`src/rtl/fetch_stage_pkg.sv`:
```
// Shared definitions for the instruction fetch stage.
package fetch_stage_pkg;

   // Fetch sequencer states; encoding is fixed so debug tooling can decode it.
   typedef enum logic [1:0] {
      ST_BOOT = 2'd0,
      ST_RUN  = 2'd1,
      ST_HALT = 2'd2
   } fetch_state_e;

   // Next-PC operation requested from the PC register.
   typedef enum logic [1:0] {
      PC_HOLD = 2'd0,
      PC_INC  = 2'd1,
      PC_LOAD = 2'd2
   } pc_op_e;

   localparam int unsigned MEM_DEPTH_DEF   = 36;
   localparam logic [7:0]  HALT_OPCODE_DEF = 8'hFF;

endpackage

```
`src/rtl/fetch_stage_pc_register.sv`:
```
// Program counter: hold, increment (wrapping at the last valid address) or load.
module fetch_stage_pc_register
   import fetch_stage_pkg::*;
#(
   parameter int unsigned PC_WIDTH  = 8,
   parameter int unsigned MEM_DEPTH = MEM_DEPTH_DEF
) (
   input  logic                clk,
   input  logic                reset,
   input  pc_op_e              op,
   input  logic [PC_WIDTH-1:0] load_val,
   output logic [PC_WIDTH-1:0] pc
);

   localparam logic [PC_WIDTH-1:0] LAST_PC = PC_WIDTH'(MEM_DEPTH - 1);

   logic [PC_WIDTH-1:0] pc_d;
   logic [PC_WIDTH-1:0] pc_q;

   // Next PC selection.
   always_comb begin
      pc_d = pc_q;
      case (op)
         PC_INC:  pc_d = (pc_q == LAST_PC) ? '0 : pc_q + PC_WIDTH'(1);
         PC_LOAD: pc_d = load_val;
         default: pc_d = pc_q;
      endcase
   end

   // PC flop with synchronous reset.
   always_ff @(posedge clk) begin
      if (reset) pc_q <= '0;
      else       pc_q <= pc_d;
   end

   assign pc = pc_q;

endmodule

```
`src/rtl/fetch_stage.sv`:
```
// Instruction fetch stage: BOOT/RUN/HALT sequencer, PC control and IF/ID register.
// Optional macro FETCH_BOUND_CHECK_EN: out-of-range PC increment or jump target
// raises a sticky Fault and halts instead of wrapping/loading.
module fetch_stage
   import fetch_stage_pkg::*;
#(
   parameter int unsigned                PC_WIDTH    = 8,
   parameter int unsigned                INSTR_WIDTH = 8,
   parameter int unsigned                MEM_DEPTH   = MEM_DEPTH_DEF,
   parameter logic [INSTR_WIDTH-1:0]     HALT_OPCODE = INSTR_WIDTH'(HALT_OPCODE_DEF)
) (
   input  logic                   Clk,
   input  logic                   Reset,
   input  logic                   Stall,
   input  logic                   Flush,
   input  logic                   JumpEn,
   input  logic [PC_WIDTH-1:0]    JumpTarget,
   input  logic [INSTR_WIDTH-1:0] InstrIn,
   output logic [PC_WIDTH-1:0]    PC,
   output logic [INSTR_WIDTH-1:0] IfIdInstr,
   output logic [PC_WIDTH-1:0]    IfIdPC,
   output logic                   IfIdValid,
   output logic                   Halted,
   output logic                   Fault
);

   fetch_state_e           state_d, state_q;
   logic [INSTR_WIDTH-1:0] instr_d, instr_q;
   logic [PC_WIDTH-1:0]    ifid_pc_d, ifid_pc_q;
   logic                   valid_d, valid_q;
   logic                   halted_d, halted_q;
   logic                   fault_d, fault_q;
   pc_op_e                 pc_op;
   logic                   jump_oob_c;
   logic                   inc_oob_c;

`ifdef FETCH_BOUND_CHECK_EN
   localparam logic [PC_WIDTH-1:0] LAST_PC = PC_WIDTH'(MEM_DEPTH - 1);
   assign jump_oob_c = (32'(JumpTarget) >= 32'(MEM_DEPTH));
   assign inc_oob_c  = (PC == LAST_PC);
`else
   assign jump_oob_c = 1'b0;
   assign inc_oob_c  = 1'b0;
`endif

   fetch_stage_pc_register #(
      .PC_WIDTH  (PC_WIDTH),
      .MEM_DEPTH (MEM_DEPTH)
   ) u_pc_register (
      .clk      (Clk),
      .reset    (Reset),
      .op       (pc_op),
      .load_val (JumpTarget),
      .pc       (PC)
   );

   // Sequencer next state, IF/ID next contents and PC operation.
   always_comb begin
      state_d   = state_q;
      instr_d   = instr_q;
      ifid_pc_d = ifid_pc_q;
      valid_d   = valid_q;
      fault_d   = fault_q;
      pc_op     = PC_HOLD;
      case (state_q)
         ST_BOOT: state_d = ST_RUN;
         ST_RUN: begin
            if (JumpEn) begin
               valid_d = 1'b0;
               if (jump_oob_c) begin
                  fault_d = 1'b1;
                  state_d = ST_HALT;
               end else begin
                  instr_d = '0;
                  pc_op   = PC_LOAD;
               end
            end else if (Flush) begin
               valid_d = 1'b0;
               instr_d = '0;
            end else if (!Stall) begin
               if (InstrIn == HALT_OPCODE) begin
                  instr_d   = InstrIn;
                  ifid_pc_d = PC;
                  valid_d   = 1'b1;
                  state_d   = ST_HALT;
               end else if (inc_oob_c) begin
                  valid_d = 1'b0;
                  fault_d = 1'b1;
                  state_d = ST_HALT;
               end else begin
                  instr_d   = InstrIn;
                  ifid_pc_d = PC;
                  valid_d   = 1'b1;
                  pc_op     = PC_INC;
               end
            end
         end
         ST_HALT: begin
            if (!Stall) valid_d = 1'b0;
         end
         default: state_d = ST_BOOT;
      endcase
      halted_d = (state_d == ST_HALT);
   end

   // State and IF/ID registers; reset overrides every other condition.
   always_ff @(posedge Clk) begin
      if (Reset) begin
         state_q   <= ST_BOOT;
         instr_q   <= '0;
         ifid_pc_q <= '0;
         valid_q   <= 1'b0;
         halted_q  <= 1'b0;
         fault_q   <= 1'b0;
      end else begin
         state_q   <= state_d;
         instr_q   <= instr_d;
         ifid_pc_q <= ifid_pc_d;
         valid_q   <= valid_d;
         halted_q  <= halted_d;
         fault_q   <= fault_d;
      end
   end

   assign IfIdInstr = instr_q;
   assign IfIdPC    = ifid_pc_q;
   assign IfIdValid = valid_q;
   assign Halted    = halted_q;
   assign Fault     = fault_q;

endmodule

```
`config.mk`:
```
export PLATFORM = sky130hd
export DESIGN_NAME = fetch_stage
export DESIGN_NICKNAME = d
export VERILOG_FILES = /design/src/rtl/fetch_stage_pkg.sv /design/src/rtl/fetch_stage_pc_register.sv /design/src/rtl/fetch_stage.sv
export SDC_FILE = /design/constraint.sdc
export NUM_CORES = 1
export LEC_CHECK = 0
export ABC_AREA = 1
export CELL_PAD_IN_SITES_DETAIL_PLACEMENT = 1
export CELL_PAD_IN_SITES_GLOBAL_PLACEMENT = 1
export CORE_MARGIN = 4
export CORE_UTILIZATION = 34
export CTS_BUF_LIST = sky130_fd_sc_hd__clkbuf_2 sky130_fd_sc_hd__clkbuf_4 sky130_fd_sc_hd__clkbuf_8
export CTS_CLUSTER_DIAMETER = 120
export DETAILED_ROUTE_END_ITERATION = 8
export PLACE_DENSITY_LB_ADDON = 0.1
export SYNTH_ARGS = -nofsm -noshare
export SYNTH_HDL_FRONTEND = slang
export SYNTH_HIERARCHICAL = 1
export SYNTH_SLANG_ARGS = --single-unit
```
`constraint.sdc`:
```
create_clock -name Clk -period 3.7 [get_ports Clk]
set_clock_uncertainty 0.1 [all_clocks]
set_input_delay 0.555 -clock Clk [delete_from_list [all_inputs] [get_ports Clk]]
set_output_delay 0.555 -clock Clk [all_outputs]
set_load 0.02 [all_outputs]
```
==> results of run 1 <==
-- layer usage --
layer,vias to the layer above,GRT usage (%),wire length (µm)
met5,-,0,0
met4,0,3.76,24
met3,2,2.56,187
met2,35,28.7,1930
met1,661,21.2,1860
li1,707,-,-
-- state kept, by name, summed over array words and instances (netlist names) --
| register | count |
|---|---|
| u_pc_register/pc | 8 |
| Halted | 1 |
| IfIdInstr | 8 |
| state_q | 2 |
| IfIdPC | 8 |
| IfIdValid | 1 |
-- where the power goes --
part           switching [mW]  internal [mW]  leakage [nW]
clock network          0.0901         0.0730        0.0216
registers              0.0180          0.314         0.228
logic                  0.0682         0.0588         0.458
-- worst reg2reg max path: stages (launching register included) --
cell and delay (ns):
dfxtp_1 0.37, inv_2 0.05, nor2_4 0.11, inv_2 0.06, nor2_4 0.31, nand2_1 0.09, inv_1 0.06, inv_1 0.04
ha_1 0.46, inv_1 0.21, o21ai_0 0.26, a21oi_2 0.05
-- layout by cell type (no fill, tap or decap), types with 2 or more instances in the layout --
cell type / Yosys / final
a21oi_1: 22 / 22
a21oi_2: 3 / 3
clkbuf_8: 0 / 3
clkdlybuf4s50_1: 0 / 46
dfxtp_1: 28 / 28
ha_1: 2 / 2
inv_1: 14 / 14
inv_2: 3 / 3
nand2_1: 43 / 43
nand2_2: 3 / 3
nand3_1: 8 / 8
nand3_2: 2 / 2
nor2_1: 32 / 32
nor2_2: 2 / 2
nor2_4: 4 / 4
o21ai_0: 18 / 18
-- Yosys cell counts --
cell type	number
a21oi_1	22
a21oi_2	3
buf_2	1
buf_4	1
buf_6	1
clkbuf_1	1
clkbuf_2	1
clkinv_1	1
conb_1	1
dfxtp_1	28
ha_1	2
inv_1	14
inv_2	3
nand2_1	43
nand2_2	3
nand3_1	8
nand3_2	2
nor2_1	32
nor2_2	2
nor2_4	4
o21ai_0	18
o21ai_1	1
o21bai_1	1
-- worst max path at each step --
stage               slack, ns                          endpoint  cells past startpoint  startpoint
floorplan                1.55  u_pc_register/pc[5]$_SDFFE_PP0P_                     12      JumpEn
global route             0.71  u_pc_register/pc[2]$_SDFFE_PP0P_                     11      JumpEn
finish                   0.96  u_pc_register/pc[7]$_SDFFE_PP0P_                     11      JumpEn
CTS                      0.96  u_pc_register/pc[7]$_SDFFE_PP0P_                     11      JumpEn
detailed placement       0.67  u_pc_register/pc[7]$_SDFFE_PP0P_                     11      JumpEn
global placement         0.84  u_pc_register/pc[5]$_SDFFE_PP0P_                     11      JumpEn
-- layout make-up --
| type | count | area [µm²] |
|---|---|---|
| clock buffer | 3 | 41.3 |
| fill | 485 | 1870 |
| inverter | 18 | 67.6 |
| multi-input combinational | 142 | 686 |
| sequential | 28 | 561 |
| tap | 48 | 60.1 |
| timing repair buffer | 46 | 460 |
-- per-stage QoR --
stage               setup slack [ns]  hold slack, ns
floorplan                       1.55           0.439
global placement               0.842           0.351
detailed placement             0.665           0.362
CTS                            0.956           0.379
global route                   0.708           0.396
finish                         0.957           0.372
-- cell families (layout without fill, tap and decap cells) --
kind of cell,Yosys count,after routing,synth area share [%]
compound gates,45,45,17.8
fa+ha+maj,2,2,1.86
buf+inv,23,67,7.43
flops,28,28,41.6
other cells,1,1,0.279
simple gates,94,94,31.0
==> flow_metrics.py, run 1 <==
metrics = {
    "worst_setup_path": {
        "reg2reg_from": "state_q[0]$_SDFF_PP0_",
        "crit_required_ns": 3.76,
        "startpoint_type_of_the_worst_setup_path": "input port",
        "worstRegToRegCells": 11,
        "crit_path_frequent_cell": "inv_1",
        "path_buf_inv": 4,
        "timing.setup.critical_path_class": "input port to flop",
        "critical-path-max-stage-delay_ns": 0.47,
        "timing.critical_path.max_delay_family": "buffers and inverters",
        "timing.critical_path.fanout_max": 17,
        "critical_path.reg2reg.endpoint": "u_pc_register/pc[7]$_SDFFE_PP0P_",
        "cp_cell_sequence": "clkdlybuf4s50_1, nor2_4, nand2_2, nor2_4, nand2_1, inv_1, inv_1, ha_1, inv_1, o21ai_0, a21oi_2",
        "crit_arrival_ns": 2.81,
        "cell_with_the_largest_stage_delay_on_the_worst_path": "clkdlybuf4s50_1",
        "cp_capture_type": "flop",
        "timing.reg2reg.setup_slack_ns": 1.42,
    },
    "global_routing": {
        "grt_pass1_wl_um": 6800,
        "grt_start_max_net_pins": 18,
        "grt_overflow": 0,
        "all_layer_gr_usage_pct": 16.4,
        "grt_pass1_vias": 1430,
        "initial_antenna_violation_count": 0,
    },
    "cts": {
        "number_of_buffers_created_by_cts": 3,
        "ctsHoldBuffers": 0,
        "clk_latency_ns": 0.27,
        "cts.root.buffer_cell": "clkbuf_8",
        "cts_tree": "done",
        "worst_setup_hold_path_clk_slew_ns": 0.09,
        "htreeDepth": 1,
        "count_of_cells_resized_by_post_cts_repair": 0,
        "cts_setup_buffers": 0,
        "cts_buffer_depth": 2,
        "clock_sink_count": 28,
    },
    "worst_hold_path": {
        "holdCritStartpoint": "IfIdInstr[1]$_SDFFE_PP0P_",
        "worst_hold_path.endpoint": "IfIdInstr[1]$_SDFFE_PP0P_",
        "worst_hold_path_type": "flop to flop",
        "min_delay_path_depth": 2,
    },
    "logic_synthesis": {
        "synthCells": 193,
        "mapped_avg_cell_area_um2": 6.98,
        "synth_warnings": 6,
        "ys_top_cells_by_area": "dfxtp_1, nand2_1, nor2_1",
        "post-synth-top-area-cell": "dfxtp_1",
        "synth_area_um2": 1350,
        "yosysSeqAreaShare_pct": 41.6,
        "mappedNetlistNets": 216,
        "synth.top_cell.area_share_pct": 41.6,
        "postSynthRegisterBits": 28,
        "synth.lib_cells_used.distinct": 23,
    },
    "pwr": {
        "power_mw": 0.622,
        "power_density_nw_per_um2": 332,
        "ir_worst_vdd_mv": 0.144,
        "static_leak_nw": 0.708,
    },
    "floorplan": {
        "die_x_um": 70.9,
        "floorplan.initialDensity_pct": 36.0,
        "boundaryPins": 48,
        "die_height_um": 70.9,
        "coreArea_um2": 3740,
        "num_rows": 22,
        "dieArea_um2": 5030,
    },
    "placement": {
        "gp_congestion": 0.834,
        "placed_cells": 282,
        "detailed_place.area_um2": 1830,
        "placement.io_buffers": 46,
        "post-dp-hpwl_um": 3130,
    },
    "timing": {
        "max-slew-margin-rel_pct": 63.2,
        "setup_violations": 0,
        "setup-tns-final_ns": 0,
        "final.period_utilization_pct": 74.1,
        "tightestPinTransition_ns": 0.550,
        "number_of_slew_limit_violations_in_the_final_report": 0,
        "final_period_minus_worst_setup_slack_ns": 2.74,
        "report.final.hold_viol_count": 0,
        "rsz0062_at_grt": "false",
        "maximum_clock_frequency_mhz": 365,
    },
    "finish": {
        "final_cell_count_no_fill": 285,
        "area.growth.synth_to_final_pct": 39.3,
        "final_net_count": 262,
        "fin_area_um2": 1880,
        "post-route-util_pct": 50.1,
        "drive_gt1_share_pct": 8.44,
        "antenna-diode-count": 0,
    },
    "route": {
        "drt-pass1-iter-count": 4,
        "vias": 1405,
        "drt_wl_total_um": 4010,
        "detail_route.wl_per_cell_um": 14.1,
        "drc": 0,
        "initialDrtViolationCount": 42,
        "ant_nets": 0,
        "via_per_inst": 4.93,
    },
    "outcome": {
        "status": "finished, final reports clean",
    },
    "job": {
        "timing.max_cap.violations": 0,
    },
}
(Power assumes the default switching activity.)
==> run 2, diff against run 1 <==
--- a/config.mk
+++ b/config.mk
@@ -9,7 +9,7 @@
 export CELL_PAD_IN_SITES_DETAIL_PLACEMENT = 1
 export CELL_PAD_IN_SITES_GLOBAL_PLACEMENT = 1
 export CORE_MARGIN = 4
-export CORE_UTILIZATION = 34
+export CORE_UTILIZATION = 28
 export CTS_BUF_LIST = sky130_fd_sc_hd__clkbuf_2 sky130_fd_sc_hd__clkbuf_4 sky130_fd_sc_hd__clkbuf_8
 export CTS_CLUSTER_DIAMETER = 120
 export DETAILED_ROUTE_END_ITERATION = 8
==> constraint.sdc (replaced) <==
create_clock -name Clk -period 2.2 [get_ports Clk]
set_clock_uncertainty 0.1 [all_clocks]
set_input_delay 0.33 -clock Clk [delete_from_list [all_inputs] [get_ports Clk]]
set_output_delay 0.33 -clock Clk [all_outputs]
set_load 0.02 [all_outputs]
==> flow_metrics.py, run 2 (same netlist as run 1, synthesis figures left out) <==
metrics = {
    "finish": {
        "final.fill_count": 582,
        "mostFrequentLayoutCells": "clkdlybuf4s50_1, nand2_1, nor2_1",
        "area.growth.synth_to_final_pct": 46.9,
        "antenna-diode-count": 0,
        "final_net_count": 271,
        "drive_gt1_share_pct": 12.1,
        "final_common_cell": "clkdlybuf4s50_1",
    },
    "pwr": {
        "ir_worst_vdd_mv": 0.228,
        "static_leak_nw": 0.767,
        "power_density_nw_per_um2": 599,
    },
    "timing": {
        "worst_slack_ns": 0.293,
        "final.period_utilization_pct": 86.7,
        "rsz0062_at_grt": "false",
        "setup_violations": 0,
        "final_period_minus_worst_setup_slack_ns": 1.91,
        "number_of_slew_limit_violations_in_the_final_report": 0,
        "report.final.hold_viol_count": 0,
        "setup-tns-final_ns": 0,
        "maximum_clock_frequency_mhz": 524,
    },
    "cts": {
        "htreeDepth": 1,
        "ctsHoldBuffers": 0,
        "number_of_buffers_created_by_cts": 3,
        "clk_latency_ns": 0.27,
        "count_of_cells_resized_by_post_cts_repair": 0,
        "cts_setup_buffers": 0,
        "cts_buffer_depth": 2,
        "worst_setup_hold_path_clk_slew_ns": 0.10,
        "clock_sink_count": 28,
        "cts_tree": "done",
        "cts.root.buffer_cell": "clkbuf_8",
    },
    "floorplan": {
        "die_x_um": 77.3,
        "boundaryPins": 48,
        "num_rows": 24,
        "floorplan.initialDensity_pct": 29.9,
        "dieArea_um2": 5980,
        "coreArea_um2": 4500,
        "die_height_um": 77.3,
    },
    "worst_setup_path": {
        "path_buf_inv": 1,
        "cp_capture_type": "primary output",
        "timing.critical_path.max_delay_family": "buffers and inverters",
        "crit_required_ns": 1.77,
        "critical-path-max-stage-delay_ns": 0.68,
        "cp_cell_sequence": "clkdlybuf4s50_1",
        "timing.critical_path.fanout_max": 8,
        "crit_arrival_ns": 1.48,
        "timing.setup.critical_path_class": "flop to primary output",
        "cell_with_the_largest_stage_delay_on_the_worst_path": "clkdlybuf4s50_1",
        "startpoint_type_of_the_worst_setup_path": "flop",
    },
    "route": {
        "drt_wl_total_um": 3900,
        "detail_route.wl_per_cell_um": 13.0,
        "via_per_inst": 4.57,
        "drt-pass1-iter-count": 4,
        "vias": 1366,
        "initialDrtViolationCount": 35,
        "ant_nets": 0,
        "drc": 0,
    },
    "placement": {
        "place_worst_setup_slack_ns": 0.0244,
        "placement.io_buffers": 46,
        "post-dp-hpwl_um": 3060,
        "gp_congestion": 0.712,
    },
    "global_routing": {
        "grt_pass1_vias": 1376,
        "all_layer_gr_usage_pct": 13.5,
        "grt_overflow": 0,
        "initial_antenna_violation_count": 0,
        "grt_start_max_net_pins": 17,
        "grt_pass1_wl_um": 6560,
    },
    "worst_hold_path": {
        "worst_hold_path_type": "flop to flop",
    },
    "outcome": {
        "status": "finished, final reports clean",
    },
    "job": {
        "timing.max_cap.violations": 0,
    },
}
## run 2: area by class of cell
cell class / count / area (µm²) / area share (%)
Tap cell: 52 / 65.1 / 3.29
Timing Repair Buffer: 55 / 528 / 26.7
Sequential cell: 28 / 561 / 28.3
Clock inverter: 1 / 30.0 / 1.52
Inverter: 18 / 67.6 / 3.42
Clock buffer: 3 / 41.3 / 2.09
Multi-Input combinational cell: 142 / 686 / 34.7
## run 2: routing by layer
| metal | vias to the layer above | track usage [%] | wire length [µm] |
|---|---|---|---|
| met5 | - | 0 | 0 |
| met4 | 0 | 2.67 | 15 |
| met3 | 2 | 2.78 | 151 |
| met2 | 29 | 23.1 | 1790 |
| met1 | 613 | 17.6 | 1940 |
| li1 | 722 | - | - |
## run 2: power breakdown
part | switching (mW) | leakage (nW) | total (mW) | internal [mW]
Combinational | 0.116 | 0.503 | 0.226 | 0.110
Clock | 0.159 | 0.0357 | 0.403 | 0.244
Sequential | 0.0278 | 0.228 | 0.556 | 0.528
## run 2: worst paths after layout
kind / start / end / slack [ns] / cells past startpoint
setup / recovery: u_pc_register/pc[3]$_SDFFE_PP0P_ / PC[3] / 0.29 / 1
hold / removal: IfIdInstr[3]$_SDFFE_PP0P_ / IfIdInstr[3]$_SDFFE_PP0P_ / 0.37 / 2
setup reg to reg: state_q[0]$_SDFF_PP0_ / u_pc_register/pc[7]$_SDFFE_PP0P_ / 0.46 / 11
hold reg to reg: IfIdInstr[3]$_SDFFE_PP0P_ / IfIdInstr[3]$_SDFFE_PP0P_ / 0.37 / 2
## run 2: per-stage QoR
stage | utilization [%] | hold slack, ns | instances | total power [mW] | instance area, µm²
floorplan | - | 0.299 | 193 | 0.675 | 1350
global placement | 42.3 | 0.356 | 295 | 0.794 | 1910
detailed placement | 42.3 | 0.356 | 295 | 0.795 | 1910
CTS | 43.9 | 0.372 | 299 | 1.21 | 1980
global route | 43.9 | 0.394 | 299 | 1.25 | 1980
finish | 43.9 | 0.367 | 299 | 1.18 | 1980
